File: src/rtl/usb_bridge_pkg.sv
// ---------------------------------------------------------------------------
// usb_bridge_pkg
// Shared definitions for the Wishbone-to-USB register bridge:
//   - bridge_state_t : bridge FSM encoding (IDLE, REQ, RESP, GAP)
//   - ERR_RDATA_DEFAULT : read data returned on an error or timeout
//   - RANGE_MSB/RANGE_LSB : byte-address bits that must be zero for an access
//     to reach the register block
//   - addr_in_range() : range check on a Wishbone byte address
// ---------------------------------------------------------------------------
package usb_bridge_pkg;

  typedef enum logic [1:0] {
    IDLE = 2'd0,
    REQ  = 2'd1,
    RESP = 2'd2,
    GAP  = 2'd3
  } bridge_state_t;

  localparam logic [31:0] ERR_RDATA_DEFAULT = 32'hDEAD_0BAD;

  localparam int WB_ADR_W  = 13;
  localparam int RANGE_MSB = 12;
  localparam int RANGE_LSB = 11;

  function automatic logic addr_in_range(input logic [WB_ADR_W-1:0] adr);
    return (adr[RANGE_MSB:RANGE_LSB] == '0);
  endfunction

endpackage

File: src/rtl/usb_bridge_tmo_cnt.sv
// ---------------------------------------------------------------------------
// usb_bridge_tmo_cnt
// Hang-timeout counter for the register bridge. Cleared when a downstream
// request starts, advanced once per cycle the request is outstanding, and
// flags expiry on the cycle it sits at TIMEOUT_CYC-1.
// Ports:
//   app_clk  in  : clock
//   reset    in  : synchronous active-high reset (counter to 0)
//   clr      in  : clear counter (request being launched)
//   inc      in  : request outstanding this cycle
//   expire   out : outstanding request has used up its cycle budget
// ---------------------------------------------------------------------------
module usb_bridge_tmo_cnt #(
  parameter int TIMEOUT_CYC = 256
) (
  input  logic app_clk,
  input  logic reset,
  input  logic clr,
  input  logic inc,
  output logic expire
);

  localparam logic [15:0] TMO_LAST = 16'(TIMEOUT_CYC - 1);

  logic [15:0] cnt;

  always_ff @(posedge app_clk) begin
    if (reset) begin
      cnt <= '0;
    end else if (clr) begin
      cnt <= '0;
    end else if (inc) begin
      cnt <= cnt + 16'd1;
    end
  end

  assign expire = inc && (cnt == TMO_LAST);

endmodule

File: src/rtl/usb_wb_reg_bridge.sv
// ---------------------------------------------------------------------------
// usb_wb_reg_bridge
// Wishbone B4 classic slave in front of the USB host/device register block.
// Each Wishbone cycle is captured, presented on the reg_* request bus and
// held stable until reg_ack, then answered with a one-cycle wbs_ack_o (or
// wbs_err_o for out-of-range addresses / timeout). A GAP cycle follows every
// response so reg_cs is always low between two requests.
//
// Optional build macro: USB_WB_BRIDGE_TIMEOUT_EN
//   defined   : a request without reg_ack for TIMEOUT_CYC cycles is ended
//               with wbs_err_o and wbs_dat_o = ERR_RDATA
//   undefined : the bridge waits for reg_ack indefinitely
//
// Ports:
//   app_clk, reset                 : clock, synchronous active-high reset
//   wbs_cyc_i/stb_i/adr_i/we_i/
//   wbs_dat_i/sel_i                : Wishbone request (byte address)
//   wbs_dat_o/ack_o/err_o          : Wishbone response
//   reg_cs/wr/addr/wdata/be        : downstream register request
//   reg_rdata, reg_ack             : downstream response
//   busy_o                         : bridge not in IDLE
// ---------------------------------------------------------------------------
module usb_wb_reg_bridge
  import usb_bridge_pkg::*;
#(
  parameter int          AW          = 11,
  parameter int          TIMEOUT_CYC = 256,
  parameter logic [31:0] ERR_RDATA   = ERR_RDATA_DEFAULT
) (
  input  logic                app_clk,
  input  logic                reset,
  input  logic                wbs_cyc_i,
  input  logic                wbs_stb_i,
  input  logic [WB_ADR_W-1:0] wbs_adr_i,
  input  logic                wbs_we_i,
  input  logic [31:0]         wbs_dat_i,
  input  logic [3:0]          wbs_sel_i,
  output logic [31:0]         wbs_dat_o,
  output logic                wbs_ack_o,
  output logic                wbs_err_o,
  output logic                reg_cs,
  output logic                reg_wr,
  output logic [AW-1:0]       reg_addr,
  output logic [31:0]         reg_wdata,
  output logic [3:0]          reg_be,
  input  logic [31:0]         reg_rdata,
  input  logic                reg_ack,
  output logic                busy_o
);

  if (TIMEOUT_CYC < 4 || TIMEOUT_CYC > 65535) begin : g_bad_timeout
    $error("usb_wb_reg_bridge: TIMEOUT_CYC must be within 4..65535");
  end

  bridge_state_t state, state_nxt;

  logic          req_start;   // in-range request accepted, launch downstream
  logic          req_bad;     // out-of-range request, answer with err
  logic          req_done;    // downstream access finished (ack or timeout)
  logic          in_req;
  logic          tmo_expire;
  logic          abort_q;     // master dropped cyc while the request was out
  logic          master_alive;

  logic [AW-1:0] cap_addr;
  logic          cap_wr;
  logic [31:0]   cap_wdata;
  logic [3:0]    cap_be;

  logic [31:0]   dat_q;
  logic          ack_q;
  logic          err_q;

  assign in_req = (state == REQ);

`ifdef USB_WB_BRIDGE_TIMEOUT_EN
  usb_bridge_tmo_cnt #(
    .TIMEOUT_CYC (TIMEOUT_CYC)
  ) u_tmo_cnt (
    .app_clk (app_clk),
    .reset   (reset),
    .clr     (req_start),
    .inc     (in_req),
    .expire  (tmo_expire)
  );
`else
  assign tmo_expire = 1'b0;
`endif

  always_ff @(posedge app_clk) begin
    if (reset) begin
      state <= IDLE;
    end else begin
      state <= state_nxt;
    end
  end

  always_comb begin
    state_nxt = state;
    req_start = 1'b0;
    req_bad   = 1'b0;
    req_done  = 1'b0;
    unique case (state)
      IDLE: begin
        if (wbs_cyc_i && wbs_stb_i) begin
          if (addr_in_range(wbs_adr_i)) begin
            state_nxt = REQ;
            req_start = 1'b1;
          end else begin
            state_nxt = RESP;
            req_bad   = 1'b1;
          end
        end
      end
      REQ: begin
        if (reg_ack || tmo_expire) begin
          state_nxt = RESP;
          req_done  = 1'b1;
        end
      end
      RESP:    state_nxt = GAP;
      GAP:     state_nxt = IDLE;
      default: state_nxt = IDLE;
    endcase
  end

  // The response is only returned if the master is still in its cycle and
  // never left it while the downstream access was outstanding.
  assign master_alive = wbs_cyc_i && !abort_q;

  always_ff @(posedge app_clk) begin
    if (reset) begin
      ack_q   <= 1'b0;
      err_q   <= 1'b0;
      dat_q   <= '0;
      abort_q <= 1'b0;
    end else begin
      ack_q <= 1'b0;
      err_q <= 1'b0;

      if (req_start) begin
        abort_q <= 1'b0;
      end else if (in_req && !wbs_cyc_i) begin
        abort_q <= 1'b1;
      end

      if (req_bad) begin
        err_q <= 1'b1;
        dat_q <= ERR_RDATA;
      end

      // reg_ack has priority over a timeout expiring in the same cycle.
      if (req_done) begin
        if (reg_ack) begin
          ack_q <= master_alive;
          if (!cap_wr) begin
            dat_q <= reg_rdata;
          end
        end else begin
          err_q <= master_alive;
          dat_q <= ERR_RDATA;
        end
      end

      if (state == RESP) begin
        dat_q <= '0;
      end
    end
  end

  // Request payload: only qualified by state, so it needs no reset.
  always_ff @(posedge app_clk) begin
    if (state == IDLE && wbs_cyc_i && wbs_stb_i) begin
      cap_addr  <= wbs_adr_i[AW-1:0];
      cap_wr    <= wbs_we_i;
      cap_wdata <= wbs_dat_i;
      cap_be    <= wbs_sel_i;
    end
  end

  // Downstream bus is driven only in REQ and is zero elsewhere, so the
  // register block sees a clean, constant request for the whole access.
  assign reg_cs    = in_req;
  assign reg_wr    = in_req && cap_wr;
  assign reg_addr  = in_req ? cap_addr  : '0;
  assign reg_wdata = in_req ? cap_wdata : '0;
  assign reg_be    = in_req ? cap_be    : '0;

  assign wbs_ack_o = ack_q;
  assign wbs_err_o = err_q;
  assign wbs_dat_o = dat_q;
  assign busy_o    = (state != IDLE);

endmodule

File: config.mk
export PLATFORM = sky130hd
export DESIGN_NAME = usb_wb_reg_bridge
export DESIGN_NICKNAME = d
export VERILOG_FILES = /design/src/rtl/usb_bridge_pkg.sv /design/src/rtl/usb_bridge_tmo_cnt.sv /design/src/rtl/usb_wb_reg_bridge.sv
export SDC_FILE = /design/constraint.sdc
export NUM_CORES = 1
export LEC_CHECK = 0
export CELL_PAD_IN_SITES_DETAIL_PLACEMENT = 0
export CELL_PAD_IN_SITES_GLOBAL_PLACEMENT = 1
export CORE_AREA = 2 2 76 150
export CTS_CLUSTER_DIAMETER = 150
export DETAILED_ROUTE_END_ITERATION = 8
export DIE_AREA = 0 0 78 152
export HOLD_SLACK_MARGIN = 0.02
export PLACE_DENSITY = 0.84
export SYNTH_ARGS = -nofsm -noshare
export SYNTH_HDL_FRONTEND = slang
export SYNTH_SLANG_ARGS = --single-unit
File: constraint.sdc
create_clock -name app_clk -period 3.08 [get_ports app_clk]
set_input_delay 0.462 -clock app_clk [delete_from_list [all_inputs] [get_ports app_clk]]
set_output_delay 0.462 -clock app_clk [all_outputs]
set_load 0.02 [all_outputs]
Yosys cells after proc, flatten, opt, wreduce, memory -nomap -nowiden
Index checks and enable logic that the tools add are counted.
Widths: inputs -> output; s select.
Storage, ports and cells
  word-level logic and storage cells: 53
  output and inout bits: 84
  memories kept: 0
  latch bits: 0
  input bits: 87
  bits in writable memories: 0
  bits in read-only memories: 0
  register bits after elaboration: 85
Cells by class
  muxes and demuxes: 22
  divide/modulo/power cells: 0
  reduce and logical (&&, ||, !) cells: 15
  bitwise operators: 2
  shift-type cells: 0
  multiply operators: 0
  equality and inequality tests: 5
  $lt $le $gt $ge: 0
  add/subtract/negate cells: 0
Operators by type and width (count)
  $mux 32: 5
  $mux 1: 11
  $mux 11: 1
  $pmux 2 s4: 1
  $logic_and 1x1->1: 6
  $mux 2: 3
  $eq 2x2->1 const B: 2
  $logic_not 2->1: 2
  $mux 4: 1
  $ne 2x2->1 const B: 2
  $reduce_or 2->1: 2
  $reduce_or 3->1: 1
  $eq 2x1->1 const B: 1
  $logic_not 1->1: 2
  $not 1->1: 2
  $reduce_and 2->1: 1
  $reduce_bool 2->1: 1

Depth between registers and ports, before layout
  depth after elaboration: 8
  gate-level depth with buffers: 8
  depth with buffers taken out: 5

Least setup slack after synthesis
OpenSTA, ideal clock, no wires.
  path kind: register to register
  start: register state[0]
  end: register cap_addr[0] (enable)
  period minus slack after synthesis: 1.748 ns
  data required time: 2.696 ns
  setup time: 0.384 ns
  data arrival time: 1.365 ns
  setup slack: 1.332 ns
  cell stages (with the launch flop): 5
  path buffers: 1
  path through: dfxtp_1 -> inv_1 -> ha_1 -> buf_6 -> and3_2
Between the ends
  cells in the longest elaborated chain, start to end: 3
RTL lines
  from (decl): RTL line usb_wb_reg_bridge.sv:55  | bridge_state_t state, state_nxt;
  from (signal assigned): RTL line usb_wb_reg_bridge.sv:94  | state <= state_nxt;
  $logic_not 2->1: RTL line usb_wb_reg_bridge.sv:173  | if (state == IDLE && wbs_cyc_i && wbs_stb_i) begin
  $logic_and 1x1->1 (2 in a row): RTL line usb_wb_reg_bridge.sv:173
  to (signal assigned): RTL line usb_wb_reg_bridge.sv:174  | cap_addr <= wbs_adr_i[AW-1:0];
  to (decl): RTL line usb_wb_reg_bridge.sv:65  | logic [AW-1:0] cap_addr;
Every way passes these cells.
A chain may end at the register's enable or synchronous reset.

Worst setup path in the final report
  start: register state[1]
  end: output port reg_be[1]
Between the ends
  cells in the longest elaborated chain, start to end: 2
RTL lines
  $eq 2x1->1: RTL line usb_wb_reg_bridge.sv:74  | assign in_req = (state == REQ);
  $mux 4: RTL line usb_wb_reg_bridge.sv:187  | assign reg_be = in_req ? cap_be : '0;
  to (decl): RTL line usb_wb_reg_bridge.sv:45  | output logic [3:0] reg_be,
Every way passes these cells.

==> impl_metrics.env <==
export IMPL_outcome="finished clean"
export IMPL_power_leakage_nw=1.88
export IMPL_drv_cap=0
export IMPL_fp_dieH_um=152
export IMPL_worstMarginPinSlew_ns=0.700
export IMPL_final_nets=535
export IMPL_wl_per_cell_um=14.3
export IMPL_cts_root_buffer="clkbuf_16"
export IMPL_grtUsageTotal=0.148
export IMPL_hold_viol=0
export IMPL_die_area_um2=11900
export IMPL_final_common_cell="clkdlybuf4s50_1"
export IMPL_rsz0062_at_grt="no"
export IMPL_fmax_mhz=397
export IMPL_gp_congestion=0.716
export IMPL_grt_max_degree=55
export IMPL_finalWirelength_um=8410
export IMPL_die_width_um=78
export IMPL_first_iter_violations=65
export IMPL_cts_sinks=85
export IMPL_row_count=54
export IMPL_drive_gt1_frac=0.0956
export IMPL_final_cells=590
export IMPL_hold_path_class="register to register"
export IMPL_path_max_fanout=54
export IMPL_synth_avg_cell_area_um2=12.1
export IMPL_synthesis_area_um2=3360
export IMPL_cts_resized=0
export IMPL_maxSlewViolCount=0
export IMPL_area_delta_synth_final_pct=61.9
export IMPL_nFillCells=977
export IMPL_ys_warnings_count=0
export IMPL_grt_first_pass_wirelength_um=13700
export IMPL_slew_headroom=0.533
export IMPL_vias=2658
export IMPL_port_buffers=170
export IMPL_pin_count=171
export IMPL_min_period_over_period=0.818
export IMPL_final_antenna_net_count=0
export IMPL_start_util=0.311
export IMPL_setup_viol=0
export IMPL_drc=0
export IMPL_via_per_inst=4.51
export IMPL_dr_pass1_iters=4
export IMPL_core_area_um2=10800
export IMPL_netlist_cell_type_count=30
export IMPL_critical_path_required_ns=2.62
export IMPL_worstSetupPathType="register to output port"
export IMPL_final_cell_mix="clkdlybuf4s50_1 (170), and2_1 (48), edfxtp_1 (48)"
export IMPL_cts_buffers=9
export IMPL_arrival_ns=2.06
export IMPL_ir_drop_v=0.000388
export IMPL_holdBufCountCts=0
export IMPL_synthCells=278
export IMPL_cp_start_kind="register"
export IMPL_post_dp_hpwl_um=6200
export IMPL_dp_cells=574
export IMPL_synth_seq_cells=85
export IMPL_seq_area_frac_synth=0.649
export IMPL_postCtsSetupBuffers=0
export IMPL_min_period_ns=2.52
export IMPL_path_clk_slew_ns=0.06
export IMPL_setup_tns_ns=0
export IMPL_syn_num_nets=368
export IMPL_cts_buffer_depth=2
export IMPL_diodes=0
export IMPL_overflow=0
export IMPL_first_global_vias=2750
export IMPL_worst_setup_path_end_kind="output port"
export IMPL_clk_insertion_delay_late_ns=0.33
export IMPL_utilization=0.503
export IMPL_skew_ns=0.00620
export IMPL_cts_max_level=3
export IMPL_antenna_found_initial=0
export IMPL_cts_tree="built"
export IMPL_power_density_nw_per_um2=738
## layer usage
layer | part of all wire | track usage | wire length (um)
met5 | 0 | 0 | 0
met4 | 0.036 | 0.0769 | 299
met3 | 0.063 | 0.0475 | 531
met2 | 0.54 | 0.264 | 4580
met1 | 0.36 | 0.152 | 3000
## worst paths after layout
kind	depth (start not counted)	endpoint	start	slack (ns)
worst max-delay path	5	reg_be[1]	state[1]	0.56
worst max register to register	4	cap_wdata[17]	state[0]	1.18
worst min-delay path	1	wbs_ack_o	abort_q	0.43
worst min register to register	1	wbs_ack_o	abort_q	0.43
## critical path, stage by stage (launching register included)
cell and delay [ns]:
dfxtp_1 0.32, inv_1 0.08, ha_1 0.14, buf_4 0.35, and2_1 0.22, clkdlybuf4s50_1 0.61
## cell type report
type	count	area (um^2)	area share
flip-flops and latches	85	2180	0.401
repair buffers	176	1760	0.323
multi-input cells	169	1030	0.190
clock buffers	10	229	0.0421
well taps	140	175	0.0322
clock inverters	6	48.8	0.00897
inverters	4	15.0	0.00276
## report_power, final
part / switching, mW / internal [mW] / leakage (nW)
sequential: 0.0661 / 1.40 / 0.746
combinational: 0.817 / 0.753 / 1.01
clock: 0.434 / 0.552 / 0.125
total: 1.32 / 2.70 / 1.88
## metrics by stage
| step | area, um^2 | hold WS [ns] | power, mW | setup slack, ns |
|---|---|---|---|---|
| 2_1_floorplan | 3360 | 0.397 | 2.39 | 1.33 |
| 3_3_place_gp | 5160 | 0.409 | 3.05 | 0.903 |
| 3_5_place_dp | 5160 | 0.415 | 3.08 | 0.885 |
| 4_1_cts | 5440 | 0.432 | 4.09 | 0.513 |
| 5_1_grt | 5440 | 0.451 | 4.26 | 0.390 |
| 6_report | 5440 | 0.431 | 4.02 | 0.562 |
## sequential cells by signal (all words and copies together), names as in the netlist
signal     cells
abort_q        1
wbs_dat_o     32
wbs_err_o      1
cap_wr         1
cap_be         4
cap_wdata     32
wbs_ack_o      1
cap_addr      11
state          2
## cell families after synthesis
kind of cell / synth area share
simple gates: 0.249
flops: 0.649
buf+inv: 0.0439
compound gates: 0.0439
fa+ha+maj: 0.0112
mux: 0.00298
## synthesized netlist by cell type
master	n	area (um^2)
or2_1	1	6.26
ha_1	3	37.5
o21ai_0	1	5.00
nor4_1	1	6.26
nor2b_1	1	6.26
nor3_2	20	200
o21a_1	1	7.51
buf_4	2	15.0
o2111ai_2	1	15.0
a21oi_1	15	75.1
nor2_1	23	86.3
and2_1	48	300
nand3_1	13	65.1
a21boi_1	1	7.51
edfxtp_1	48	1440
buf_6	4	45.0
mux2i_1	1	10.0
nand3b_1	1	7.51
inv_1	4	15.0
o2111a_1	1	11.3
a211oi_1	2	15.0
clkbuf_1	10	37.5
nand2_1	14	52.6
a2111o_1	1	11.3
and3_2	1	7.51
and3b_1	1	8.76
buf_12	1	20.0
buf_2	3	15.0
nor3_1	18	90.1
dfxtp_1	37	741
(Power assumes the default switching activity.)
